$ cat config.mk
export PLATFORM = sky130hd
export DESIGN_NAME = lockout_timer
export DESIGN_NICKNAME = d
export VERILOG_FILES = /design/src/rtl/lockout_timer.sv
export SDC_FILE = /design/constraint.sdc
export NUM_CORES = 1
export LEC_CHECK = 0
export CAP_MARGIN = 10
export CELL_PAD_IN_SITES_DETAIL_PLACEMENT = 1
export CELL_PAD_IN_SITES_GLOBAL_PLACEMENT = 2
export CORE_AREA = 2 2 57 59
export DETAILED_ROUTE_END_ITERATION = 12
export DIE_AREA = 0 0 59 61
export PLACE_DENSITY = 0.79
export SYNTH_ARGS = -nofsm -noshare
export SYNTH_HDL_FRONTEND = slang
export SYNTH_SLANG_ARGS = --single-unit
$ cat constraint.sdc
create_clock -name clock -period 5.8 [get_ports clock]
set_clock_uncertainty 0.05 [all_clocks]
set_input_delay 1.16 -clock clock [delete_from_list [all_inputs] [get_ports clock]]
set_output_delay 1.16 -clock clock [all_outputs]
set_load 0.01 [all_outputs]
$ cat src/rtl/lockout_timer.sv
// ---------------------------------------------------------------------------
// lockout_timer
// Loadable down-counter. A load pulse sets the count to LOCK_CYCLES-1; the
// count then decrements every cycle and parks at zero.
//   clock   : system clock, rising edge
//   rst     : asynchronous active-low reset
//   load    : restart the count
//   count   : current count value
//   expired : count has reached zero
// ---------------------------------------------------------------------------
module lockout_timer #(
    parameter int LOCK_CYCLES = 16,
    parameter int CNT_W       = 16
) (
    input  logic             clock,
    input  logic             rst,
    input  logic             load,
    output logic [CNT_W-1:0] count,
    output logic             expired
);

    localparam logic [CNT_W-1:0] RELOAD = CNT_W'(LOCK_CYCLES - 1);

    // NOTE: sequential state is written with non-blocking (<=) so every flop
    // samples pre-edge values, independent of statement order.
    always_ff @(posedge clock or negedge rst) begin
        if (!rst) begin
            count <= '0;
        end else if (load) begin
            count <= RELOAD;
        end else if (count != '0) begin
            count <= count - CNT_W'(1);
        end
    end

    assign expired = (count == '0);

endmodule

======== Yosys cells after proc, flatten, opt, wreduce, memory -nomap -nowiden ========
Cells that the tools add are included.
W data, S select, Z words.
storage, ports and cells
  bits in registers ....................... 16
  output and inout port bits .............. 17
  logic and storage cells ................. 7
operators by class
  $add $sub $neg .......................... 1
  mux-type cells .......................... 2
  reductions and logical operators ........ 3
operators by type and width
  operator                 count
  $mux W16                 2
  $logic_not A16 Y1        1
  $reduce_bool A16 Y1      1
  $sub A16 B1 Y16 const B  1
  $reduce_bool A2 Y1       1

======== Longest topological paths before layout ========
  depth in word-level cells ............... 3
  mapped depth ............................ 6

======== Least setup slack after synthesis ========
No wires, ideal clock.
  path type ............................... register -> output
  start ................................... register count[0]
  end ..................................... output port expired
  data arrival time ....................... 1.512 ns
  data required time ...................... 4.590 ns
  slack ................................... 3.078 ns
  stages on the path, launching flop included .. 6
  path buffers ............................ 0
  path through ............................ dfrtp_1 inv_1 ha_1 nor3b_1 nand4_1 inv_1
between the ends
  longest elaborated chain between the ends .. 1
RTL lines
  what                    line  RTL
  from (decl)             18    output logic [CNT_W-1:0] count,
  from (signal assigned)  32    count <= count - CNT_W'(1);
  $logic_not A16 Y1       36    assign expired = (count == '0);
  to (decl)               19    output logic expired
Every way passes these cells.

======== Worst setup path in the final report ========
Same ends and word-level chain as after synthesis.

==> results.ini <==
[floorplanning]
die_h_um=61
start_util_pct=30.00
dieArea_sq_um=3599
core-area_sq_um=2953
rows=20
num_io_pins=20
fp.dieW_um=59

[synth]
syn_nets=97
yosys_warnings=0
synth_area_sq_um=885.9
synth_area_per_cell_sq_um=9.525
yosysUniqueCellTypes=38
synth-seq-area-share_pct=45.20
ys_ff_latch=16
postSynthCellCount=93

[clock_network]
cts_tree=yes
cts_resized=0
worstSkewPairLatency_ns=0.29
cts_setup_buffers=0
cts_buffers=3
clk_pin_slew_worst_paths_ns=0.09
cts_root_buf=clkbuf_4
htreeDepth=1
cts.sinks=16
cts_hold_repair.buffers=0
cts_buffer_depth=2

[worst_setup_path]
reg2reg_to=count[14]
timing.critical_path.to=expired
cp_slowest_cell=clkdlybuf4s50_1
crit_required_ns=4.59
criticalPathCategory=flip-flop to output port
crit_top_cell=inv_1
cp_slowest_stage_delay_ns=0.55
cp-end-kind=output port
reg2reg_setup_slack_ns=3.43
path_cells=inv_1 > ha_1 > nor3b_1 > nand4_1 > inv_1 > clkdlybuf4s50_1
crit_path_start=count[0]
critPathLaunchType=flip-flop
r2r_cells=6
rr_startpoint=count[0]
cp_data_arrival_time_ns=2.60
crit_fanout=6

[final_layout]
regMostFlops=count
drive_above_1_share_pct=8.850
largest_reg_flops=16
fill_cells=364
largestRegisters=count: 16 flops
design_area_sq_um=1132
finalNetCount=119
diodes=0
area.growth.synth_to_final_pct=27.83

[timing]
worstMarginPinSlew_ns=0.7892
drv_slew=0
report.final.setup_viol=0
max_freq_mhz=262.8
rsz0062_at_grt=no
fin_crit_sh_pct=65.62
hold_violations=0
tns_ns=0
fin_ws_ns=1.994
finalCriticalPeriod_ns=3.806
slew_headroom_pct=47.27

[power]
fin_total_pwr_uw=190.1
p_leak_nw=0.4550
peakVddDrop_v=0.0001134
p_per_area_nw_per_um2=167.9

[routing]
drt-initial-drc-count=7
dr_wl_met2_um=1114
route.detailed.drc=0
wl_met3_um=74
vias=821
highest_layer=met4
routed_via_density=5.623
dr.pass1.iters=4
routedWlPerCell_um=15.77
ant_nets=0
met1_length_um=1102
routed_wl_um=2303

[grt]
grt_pass1_wl_um=4126
grt_util_all_layers_pct=15.12
overflow=0
antenna_found_initial=0
grt_max_degree=18
first_global_vias=873

[placed_design]
pre_cts_ws_ns=2.317
place_congestion=0.6796
dp_hpwl_um=1700
place_area_sq_um=1110
port_buffers=19

[run]
max-cap-violations=0

[min_path]
hold_path.class=flip-flop to flip-flop

[outcome]
status=finished clean

[through the flow]
step           cells  hold WS (ns)  util (%)
2_1_floorplan     93        0.5300         -
3_3_place_gp     143        0.5145     37.58
3_5_place_dp     143        0.5163     37.58
4_1_cts          146        0.5308     38.35
5_1_grt          146        0.5631     38.35
6_report         146        0.5340     38.35
[layout make-up]
cell class | instances | area [sq um] | share of cell area, %
repair buffers | 19 | 190.2 | 16.80
inverters | 5 | 18.77 | 1.657
multi-input cells | 70 | 459.2 | 40.55
clock buffers | 3 | 22.52 | 1.989
well taps | 33 | 41.29 | 3.646
flip-flops and latches | 16 | 400.4 | 35.36
[critical path: cells and delay by family (launching register included)]
family / cells / cell delay [ns]
AND/OR/NAND/NOR: 2 / 0.77
adder cells (fa/ha/maj): 1 / 0.28
buffers and inverters: 3 / 0.80
flip-flops: 1 / 0.45
[power by group]
part / leakage, nW / internal, mW / switching [mW] / total, mW
registers: 0.206 / 0.113 / 0.00291 / 0.116
logic: 0.235 / 0.00658 / 0.00893 / 0.0155
clock network: 0.0138 / 0.0241 / 0.0345 / 0.0586
[synth_stat cells]
cell,instances,area (sq um)
nor4_1,3,18.77
mux2i_1,1,10.01
nand2b_1,2,12.51
a2111oi_0,1,8.760
nor4_2,1,12.51
ha_1,1,12.51
mux2_2,2,22.52
or4_1,1,7.510
o211ai_1,1,7.510
a21o_1,1,7.510
a31o_2,1,8.760
dfrtp_1,16,400.4
a211o_1,1,8.760
nor3b_1,2,15.01
inv_1,5,18.77
o21ai_0,3,15.01
xnor2_1,1,8.760
nor3_1,2,10.01
nor2_1,7,26.28
or3_1,5,31.28
nor4b_1,1,8.760
a31oi_1,1,6.260
or4_4,1,11.26
o31ai_1,2,15.01
xor2_1,1,8.760
nor3_2,1,10.01
nand2_1,6,22.52
nand3b_1,1,7.510
nand4_1,3,18.77
clkbuf_1,2,7.510
nor2b_1,2,12.51
a211oi_1,1,7.510
o2111ai_1,1,8.760
a21oi_1,7,35.03
o311ai_0,1,8.760
o41ai_1,2,17.52
or2_2,1,6.260
nand3_1,2,10.01
[per-layer routing]
layer / up-vias / global-route usage (%)
li1: 395 / -
met4: 0 / 4.870
met1: 405 / 18.58
met5: - / 0
met2: 19 / 26.51
met3: 2 / 3.198
[how the worst min path moves through the flow]
stage	start	to	depth (start not counted)
6_report	count[9]	count[9]	2
2_1_floorplan	count[5]	count[5]	2
3_5_place_dp	count[9]	count[9]	2
4_1_cts	count[9]	count[9]	2
3_3_place_gp	count[14]	count[15]	1
5_1_grt	count[9]	count[9]	2
[cells in the final DEF, fill, tap and decap left out, types with 2 or more instances in the layout]
| master | n |
|---|---|
| a21oi_1 | 7 |
| clkbuf_4 | 3 |
| clkdlybuf4s50_1 | 19 |
| dfrtp_1 | 16 |
| inv_1 | 5 |
| mux2_2 | 2 |
| nand2_1 | 6 |
| nand2b_1 | 2 |
| nand3_1 | 2 |
| nand4_1 | 3 |
| nor2_1 | 7 |
| nor2b_1 | 2 |
| nor3_1 | 2 |
| nor3b_1 | 2 |
| nor4_1 | 3 |
| o21ai_0 | 3 |
| o31ai_1 | 2 |
| o41ai_1 | 2 |
| or3_1 | 5 |
[cell families (layout without fill, tap and decap cells)]
kind of cell	count (synthesis)	after routing	synth area share, %
AOI/OAI and AO/OA	23	23	17.52
xor gates and xnor gates	2	2	1.978
adders and majority gates	1	1	1.412
buffers and inverters	7	27	2.967
DFF	16	16	45.20
muxes	3	3	3.672
and+or+nand+nor	41	41	27.26
Power figures use the tool's default switching activity.
